### config.mk
export PLATFORM = sky130hd
export DESIGN_NAME = avalon_pio_gen_flat
export DESIGN_NICKNAME = d
export VERILOG_FILES = /design/src/rtl/pio_pkg.sv /design/src/rtl/avalon_pio_gen_if.sv /design/src/rtl/pio_in_filter.sv /design/src/rtl/avalon_pio_gen.sv /design/src/flat_wrapper.sv
export SDC_FILE = /design/constraint.sdc
export NUM_CORES = 1
export LEC_CHECK = 0
export ABC_AREA = 1
export CORE_MARGIN = 1.5
export CORE_UTILIZATION = 33
export DETAILED_ROUTE_END_ITERATION = 7
export SYNTH_ARGS = -nofsm -noshare
export SYNTH_HDL_FRONTEND = slang
export SYNTH_SLANG_ARGS = --single-unit
### constraint.sdc
create_clock -name clk -period 4.4 [get_ports clk]
set_clock_uncertainty 0.1 [all_clocks]
set_input_delay 0.88 -clock clk [delete_from_list [all_inputs] [get_ports clk]]
set_output_delay 0.88 -clock clk [all_outputs]
set_load 0.01 [all_outputs]
### src/rtl/pio_pkg.sv
// Register map and shared types for the avalon_pio_gen peripheral.
// Optional input debounce is enabled by defining PIO_DEBOUNCE_EN.
package pio_pkg;

    typedef logic [2:0] pio_addr_t;

    localparam pio_addr_t ADDR_DATA_IN  = 3'd0;
    localparam pio_addr_t ADDR_DATA_OUT = 3'd1;
    localparam pio_addr_t ADDR_OUT_SET  = 3'd2;
    localparam pio_addr_t ADDR_OUT_CLR  = 3'd3;
    localparam pio_addr_t ADDR_IRQ_MASK = 3'd4;
    localparam pio_addr_t ADDR_EDGE_CAP = 3'd5;
    localparam pio_addr_t ADDR_RISE_EN  = 3'd6;
    localparam pio_addr_t ADDR_FALL_EN  = 3'd7;

    function automatic logic [31:0] width_mask(input int unsigned w);
        return 32'hFFFF_FFFF >> (32 - w);
    endfunction

endpackage

### src/rtl/avalon_pio_gen_if.sv
// Avalon-MM slave bus plus level interrupt for avalon_pio_gen.
import pio_pkg::*;

interface avalon_pio_gen_if;
    logic        chipselect;
    pio_addr_t   address;
    logic        read;
    logic        write;
    logic [31:0] writedata;
    logic [31:0] readdata;
    logic        irq;

    modport master (
        output chipselect, address, read, write, writedata,
        input  readdata, irq
    );

    modport slave (
        input  chipselect, address, read, write, writedata,
        output readdata, irq
    );
endinterface

### src/rtl/pio_in_filter.sv
// One input bit: synchroniser chain, plus debounce when PIO_DEBOUNCE_EN.
module pio_in_filter #(
    parameter int SYNC_STAGES = 2
`ifdef PIO_DEBOUNCE_EN
    , parameter int DEBOUNCE_CYCLES = 500000
`endif
) (
    input  logic clk,
    input  logic reset,
    input  logic pin,
    output logic filt
);

    logic [SYNC_STAGES-1:0] sync;
    logic                   synced;

    always_ff @(posedge clk or posedge reset) begin
        if (reset) sync <= '0;
        else       sync <= {sync[SYNC_STAGES-2:0], pin};
    end

    assign synced = sync[SYNC_STAGES-1];

`ifdef PIO_DEBOUNCE_EN
    localparam int CW = $clog2(DEBOUNCE_CYCLES + 1);

    logic [CW-1:0] cnt;

    // Filtered bit only follows once the new level has held long enough
    always_ff @(posedge clk or posedge reset) begin
        if (reset) begin
            cnt  <= '0;
            filt <= 1'b0;
        end else if (synced == filt) begin
            cnt <= '0;
        end else if (cnt == CW'(DEBOUNCE_CYCLES - 1)) begin
            cnt  <= '0;
            filt <= synced;
        end else begin
            cnt <= cnt + CW'(1);
        end
    end
`else
    assign filt = synced;
`endif

endmodule

### src/rtl/avalon_pio_gen.sv
// Avalon-MM PIO: output register with set/clear, filtered inputs, edge IRQ.
// Define PIO_DEBOUNCE_EN to add per-bit input debounce counters.
import pio_pkg::*;

module avalon_pio_gen #(
    parameter int                 OUT_WIDTH       = 10,
    parameter int                 IN_WIDTH        = 10,
    parameter logic [OUT_WIDTH-1:0] OUT_RESET     = '0,
    parameter int                 SYNC_STAGES     = 2,
    parameter int                 DEBOUNCE_CYCLES = 500000
) (
    input  logic                 clk,
    input  logic                 reset,
    avalon_pio_gen_if.slave      bus,
    input  logic [IN_WIDTH-1:0]  pio_in,
    output logic [OUT_WIDTH-1:0] pio_out
);

    localparam logic [31:0] OUT_MASK = width_mask(OUT_WIDTH);
    localparam logic [31:0] IN_MASK  = width_mask(IN_WIDTH);
    localparam logic [31:0] OUT_RST  = 32'(OUT_RESET);

    if (SYNC_STAGES < 2 || DEBOUNCE_CYCLES < 1 ||
        OUT_WIDTH < 1 || OUT_WIDTH > 32 ||
        IN_WIDTH < 1 || IN_WIDTH > 32) begin : g_bad_cfg
        $error("avalon_pio_gen: parameter out of range");
    end

    logic [IN_WIDTH-1:0] data_in_n;

    for (genvar i = 0; i < IN_WIDTH; i++) begin : g_in
        pio_in_filter #(
            .SYNC_STAGES(SYNC_STAGES)
`ifdef PIO_DEBOUNCE_EN
            , .DEBOUNCE_CYCLES(DEBOUNCE_CYCLES)
`endif
        ) u_filt (
            .clk   (clk),
            .reset (reset),
            .pin   (pio_in[i]),
            .filt  (data_in_n[i])
        );
    end

    // Registers are kept 32 bits wide; bits above the port widths are
    // masked on write and therefore stay constant zero.
    logic [31:0] data_in;
    logic [31:0] data_out;
    logic [31:0] irq_mask;
    logic [31:0] edge_cap;
    logic [31:0] rise_en;
    logic [31:0] fall_en;
    logic [31:0] prev;
    logic [31:0] rdata;
    logic [31:0] rmux;
    logic [31:0] edge_det;
    logic [31:0] wd_out;
    logic [31:0] wd_in;
    logic        wr;
    logic        rd;

    assign data_in  = 32'(data_in_n);
    assign wr       = bus.chipselect & bus.write;
    assign rd       = bus.chipselect & bus.read;
    assign wd_out   = bus.writedata & OUT_MASK;
    assign wd_in    = bus.writedata & IN_MASK;
    assign edge_det = (rise_en & data_in & ~prev) |
                      (fall_en & ~data_in & prev);

    always_comb begin
        rmux = '0;
        case (bus.address)
            ADDR_DATA_IN:  rmux = data_in;
            ADDR_DATA_OUT: rmux = data_out;
            ADDR_IRQ_MASK: rmux = irq_mask;
            ADDR_EDGE_CAP: rmux = edge_cap;
            ADDR_RISE_EN:  rmux = rise_en;
            ADDR_FALL_EN:  rmux = fall_en;
            default:       rmux = '0;
        endcase
    end

    always_ff @(posedge clk or posedge reset) begin
        if (reset) begin
            data_out <= OUT_RST;
            irq_mask <= '0;
            edge_cap <= '0;
            rise_en  <= '0;
            fall_en  <= '0;
            prev     <= '0;
            rdata    <= '0;
        end else begin
            prev <= data_in;
            // A fresh edge wins over a simultaneous W1C of the same bit
            if (wr && bus.address == ADDR_EDGE_CAP)
                edge_cap <= (edge_cap & ~wd_in) | edge_det;
            else
                edge_cap <= edge_cap | edge_det;
            if (wr) begin
                case (bus.address)
                    ADDR_DATA_OUT: data_out <= wd_out;
                    ADDR_OUT_SET:  data_out <= data_out | wd_out;
                    ADDR_OUT_CLR:  data_out <= data_out & ~wd_out;
                    ADDR_IRQ_MASK: irq_mask <= wd_in;
                    ADDR_RISE_EN:  rise_en  <= wd_in;
                    ADDR_FALL_EN:  fall_en  <= wd_in;
                    default: ;
                endcase
            end
            if (rd) rdata <= rmux;
        end
    end

    assign bus.readdata = rdata;
    assign bus.irq      = |(edge_cap & irq_mask);
    assign pio_out      = data_out[OUT_WIDTH-1:0];

endmodule
### src/flat_wrapper.sv
// flat-port wrapper written by rule: the top's interface ports become plain ports
module avalon_pio_gen_flat 
#(
    parameter int                 OUT_WIDTH       = 10,
    parameter int                 IN_WIDTH        = 10,
    parameter logic [OUT_WIDTH-1:0] OUT_RESET     = '0,
    parameter int                 SYNC_STAGES     = 2,
    parameter int                 DEBOUNCE_CYCLES = 500000
)
  (clk, reset, pio_in, pio_out, bus_chipselect, bus_address, bus_read, bus_write, bus_writedata, bus_readdata, bus_irq);
  avalon_pio_gen_if bus_i ();
  input  logic clk;
  input  logic reset;
  input  logic [IN_WIDTH-1:0] pio_in;
  output logic [OUT_WIDTH-1:0] pio_out;
  input wire logic [$bits(bus_i.chipselect)-1:0] bus_chipselect;
  input wire logic [$bits(bus_i.address)-1:0] bus_address;
  input wire logic [$bits(bus_i.read)-1:0] bus_read;
  input wire logic [$bits(bus_i.write)-1:0] bus_write;
  input wire logic [$bits(bus_i.writedata)-1:0] bus_writedata;
  output wire logic [$bits(bus_i.readdata)-1:0] bus_readdata;
  output wire logic [$bits(bus_i.irq)-1:0] bus_irq;
  assign bus_i.chipselect = bus_chipselect;
  assign bus_i.address = bus_address;
  assign bus_i.read = bus_read;
  assign bus_i.write = bus_write;
  assign bus_i.writedata = bus_writedata;
  assign bus_readdata = bus_i.readdata;
  assign bus_irq = bus_i.irq;
  avalon_pio_gen #(.OUT_WIDTH(OUT_WIDTH), .IN_WIDTH(IN_WIDTH), .OUT_RESET(OUT_RESET), .SYNC_STAGES(SYNC_STAGES), .DEBOUNCE_CYCLES(DEBOUNCE_CYCLES)) u_core (.clk(clk), .reset(reset), .bus(bus_i), .pio_in(pio_in), .pio_out(pio_out));
endmodule
### Yosys cells after proc, flatten, opt, wreduce, memory -nomap -nowiden

Cells that the tools add are included.

| storage, ports and cells | value |
|---|---|
| bits in read-only memories | 0 |
| output and inout bits | 43 |
| bits in registers | 156 |
| bits in writable memories | 0 |
| bits in latches | 0 |
| input bits | 50 |
| memories | 0 |

| operators by class | value |
|---|---|
| $mul | 0 |
| equality and inequality tests | 7 |
| shifts and indexed selects | 0 |
| magnitude comparators | 0 |
| bitwise operators | 16 |
| reductions and logical operators | 8 |
| divide/modulo/power cells | 0 |
| add/sub/neg operators | 0 |
| muxes and demuxes | 3 |

Operators by type and width:

| kind | count |
|---|---|
| $pmux 32 s6 | 1 |
| $and 32x32->32 | 3 |
| $not 10->32 | 3 |
| $or 32x32->32 | 3 |
| $pmux 32 s3 | 1 |
| $and 32x10->32 | 2 |
| $and 10x32->32 | 1 |
| $mux 32 | 1 |
| $or 32x10->32 | 1 |
| $reduce_or 32->1 | 1 |
| $eq 3x3->1 const B | 4 |
| $and 10x10->10 | 1 |
| $reduce_and 2->1 | 4 |
| $eq 3x2->1 const B | 2 |
| $eq 3x1->1 const B | 1 |
| $logic_not 3->1 | 1 |
| $reduce_bool 3->1 | 1 |
| $and 1x1->1 | 2 |
| $logic_and 1x1->1 | 1 |

### Logic depth before layout (Yosys ltp)

| depth | value |
|---|---|
| depth after elaboration | 6 |
| mapped depth | 9 |
| mapped depth without buffers | 7 |

### Hierarchy

A second synthesis with hierarchy kept.

| second synthesis, totals | value |
|---|---|
| cells, all modules | 483 |
| area, all modules | 4216.5 µm² |

By module, submodules not included:

| module | instances | cells each | area each (µm²) |
|---|---|---|---|
| avalon_pio_gen | 1 | 453 | 3678.5 |
| pio_in_filter | 10 | 3 | 53.8 |

### Worst setup path before layout

No wires, ideal clock.

| path | value |
|---|---|
| path kind | input to register |
| start | in bus_address[2] |
| end | reg u_core.data_out[9] |
| data required time | 4179 ps |
| stages on the path | 5 |
| arrival time | 1578 ps |
| setup slack | 2602 ps |
| setup time | 121 ps |
| path buffers | 2 |
| cell sequence | buf_4 -> nor3_4 -> buf_4 -> and2_1 -> o21ai_1 |

| between the ends | value |
|---|---|
| cells in the longest elaborated chain, start to end | 3 |
| elaborated cells between the ends (all ways) | 6 |
| classes of those cells | eq/ne (3); mux (1); reduce/logical (2) |

Ends and longest elaborated chain:

| item | line | text |
|---|---|---|
| from (decl) | flat_wrapper.sv:17 | `input wire logic [$bits(bus_i.address)-1:0] bus_address;` |
| $eq 3x1->1 or $eq 3x2->1 (tied branches) | avalon_pio_gen.sv:100 | `case (bus.address)` |
| $reduce_bool 3->1 (no line) | -- |  |
| $reduce_and 2->1 (no line) | -- |  |
| to (signal assigned) | avalon_pio_gen.sv:101 | `ADDR_DATA_OUT: data_out <= wd_out;` |
| to (signal assigned) | avalon_pio_gen.sv:102 | `ADDR_OUT_SET: data_out <= data_out \| wd_out;` |
| to (signal assigned) | avalon_pio_gen.sv:103 | `ADDR_OUT_CLR: data_out <= data_out & ~wd_out;` |
| to (decl) | avalon_pio_gen.sv:48 | `logic [31:0] data_out;` |

Several ways; a longest one is shown, not always the timed one.
A chain may end at the register's enable or synchronous reset.

### Final worst setup path

| path | value |
|---|---|
| start | reg u_core.irq_mask[9] |
| end | out bus_irq |

| between the ends | value |
|---|---|
| cells in the longest elaborated chain, start to end | 2 |

Ends and longest elaborated chain:

| item | line | text |
|---|---|---|
| from (decl) | avalon_pio_gen.sv:49 | `logic [31:0] irq_mask;` |
| from (signal assigned) | avalon_pio_gen.sv:104 | `ADDR_IRQ_MASK: irq_mask <= wd_in;` |
| $and 32x10->32 | avalon_pio_gen.sv:115 | `assign bus.irq = \|(edge_cap & irq_mask);` |
| $reduce_or 32->1 | avalon_pio_gen.sv:115 |  |
| to (decl) | flat_wrapper.sv:22 | `output wire logic [$bits(bus_i.irq)-1:0] bus_irq;` |

Every way passes these cells.

==> impl_metrics.ini <==
[timing]
finalCritPeriodShare_pct = 62.50
setup_viol = 0
fin_crit_ns = 2.750
finalSetupTns_ns = 0
worstMarginPinSlew_ns = 0.7053
rsz0062_at_grt = no
fmax_mhz = 363.7
hold_violations = 0
relSlewSlack_pct = 52.83
drv_slew = 0
timing.hold.ws_ns = 0.2479

[power]
ir_drop_uv = 226.9
pwr-share-seq_pct = 48.2
power_density_mw_per_mm2 = 427.4
combPwrFrac_pct = 18.0
power_switching_uw = 624.2
leakage_nw = 2.499
pwr-share-clk_pct = 33.8
swShare_pct = 28.85
p_int_mw = 1.539

[detailed_routing]
route.detailed.wl_per_inst_um = 13.90
drt_iter0_drc = 223
first_pass_iters = 4
routed_via_density = 4.710
drc = 0
vias = 3424
wirelength_um = 10110
ant_nets = 0

[logic_synthesis]
yosysSeqAreaShare_pct = 53.14
synth_commonest_cells = 154 x nand2_1, 90 x dfrtp_1, 50 x inv_1
ys_seq_elements = 90
synthArstFlopShare_pct = 100.0
synth_top_cell_by_area = dfrtp_1
synth_top_area_share_pct = 53.14
syn-instance-count = 505
synth.most_common_cell = nand2_1
ys.flop_type = dfrtp_1
yosysWarnings = 0
synth_area_leaders = dfrtp_1 53%, nand2_1 14%, nand4_1 4.7%
synth_edf_count = 0
synth_area_per_cell_um2 = 8.392
netlist_area_mm2 = 0.004238
synth.distinct_cells = 25

[place]
place_hpwl_um = 7118
place.gp.congestion = 0.8225
io_buffers = 48

[cells_and_area]
nets = 600
syn2layout_area_growth_pct = 19.46
num_antenna_cells = 0
final_layout_size_suffix_gt1_share_pct = 6.667
fin_util_pct = 40.28
nFillCells = 1293

[global_route]
grt_pass1_wl_um = 16560
grt_max_degree = 39
antenna_found_initial = 0
grt_use_total_pct = 16.11
grt_pass1_vias = 3326
grt_overflow_total = 0

[clocking]
cts_tree = built
post_cts_resize_count = 0
htreeDepth = 3
cts.path.max_buffers = 2
cts_buffers = 9
cts.sinks = 90
cts_setup_buffers = 0
clk_pin_slew_worst_paths_ns = 0.06
root_buffer = clkbuf_16
ctsHoldBuffers = 0
clk_latency_ns = 0.35

[floorplanning]
dieArea_mm2 = 0.01353
die_w_um = 116.3
top_level_ports = 93
start_util_pct = 33.72
num_rows = 41
coreArea_mm2 = 0.01257
fp.dieH_um = 116.3

[setup_path]
worstSetupPathType = reg -> out
critPathCaptureType = output port
worstPathArrival_ns = 1.77
cp-start-kind = register
worstPathRequired_ns = 3.42
crit_fanout = 3

[run_status]
status = finished, final reports clean

[hold_path]
hold_path.class = reg -> reg

[flow_run]
drv_cap = 0
placed cells by master, fill, tap and decap left out, drive strengths merged:
master         Yosys  final
inv               53     52
nor2              21     21
nand2            155    155
clkinv             2      8
o21a               4      4
nor3               3      3
nand4             33     33
a22o               2      2
clkbuf             5     11
and2               1      1
dfrtp             90     90
clkdlybuf4s50      0     48
buf               42     12
conb               1     22
a31oi              8      8
nand3             38     38
o21ai             47     47
critical path: stages, from the launching register on:
cell	delay, ns
dfrtp_1	0.40
a22o_1	0.27
nor3_1	0.15
nand2_1	0.12
clkdlybuf4s50_1	0.49
logic make-up (layout without fill, tap and decap cells):
family | after synthesis | in the layout | share of synthesized area (%)
buffers and inverters | 102 | 131 | 12.49
AO/OA/AOI/OAI | 61 | 61 | 7.854
other | 1 | 22 | 0.08849
flip-flops | 90 | 90 | 53.14
AND/OR/NAND/NOR | 251 | 251 | 26.42
per-layer routing:
metal	GRT usage (%)	share of wire, %
met1	20.18	43
met2	26.55	48
met3	4.152	6.3
met4	6.748	2.4
met5	0	0
power by group through the flow:
| stage | clock network [mW] | logic, mW | registers [mW] |
|---|---|---|---|
| floorplan | 0 | 0.235 | 1.05 |
| global placement | 0 | 0.387 | 1.05 |
| detailed placement | 0 | 0.395 | 1.06 |
| CTS | 0.748 | 0.396 | 1.04 |
| global route | 0.784 | 0.448 | 1.06 |
| finish | 0.730 | 0.390 | 1.04 |
worst paths after layout:
kind / depth (start not counted) / slack, ns / endpoint / from
max in group asynchronous: 3 / 2.46 / u_core.bus.readdata[6] / reset
worst min-delay path: 0 / 0.25 / u_core.g_in[1].u_filt.sync[1] / u_core.g_in[1].u_filt.sync[0]
worst max-delay path: 4 / 1.65 / bus_irq / u_core.irq_mask[9]
worst max register to register: 6 / 3.26 / u_core.bus.readdata[3] / u_core.rise_en[3]
min in group asynchronous: 2 / 0.83 / u_core.g_in[2].u_filt.sync[0] / reset
worst min register to register: 0 / 0.25 / u_core.g_in[1].u_filt.sync[1] / u_core.g_in[1].u_filt.sync[0]
cell type report:
class	count	area, um^2	area share, %
Multi-Input combinational cell	334	1535	30.33
Timing Repair Buffer	60	570.5	11.27
Tap cell	172	215.2	4.251
Inverter	55	207.7	4.103
Clock inverter	5	28.78	0.5685
Clock buffer	11	252.7	4.993
Sequential cell	90	2252	44.49
through the flow:
step	std cells	cell area [um^2]	power (mW)	setup slack (ns)
finish	727	5062	2.164	1.650
global route	727	5062	2.292	1.492
CTS	727	5062	2.186	1.641
detailed placement	711	4781	1.450	1.304
global placement	711	4781	1.438	1.313
floorplan	526	4317	1.284	1.085
registers in the layout, summed over array words and instances (netlist names):
| register | cells |
|---|---|
| u_core.bus.readdata | 10 |
| u_core.data_out | 10 |
| u_core.prev | 10 |
| u_core.fall_en | 10 |
| u_core.g_in.u_filt.sync | 20 |
| u_core.edge_cap | 10 |
| u_core.rise_en | 10 |
| u_core.irq_mask | 10 |
Note: power is estimated with default switching activity, not from simulation.
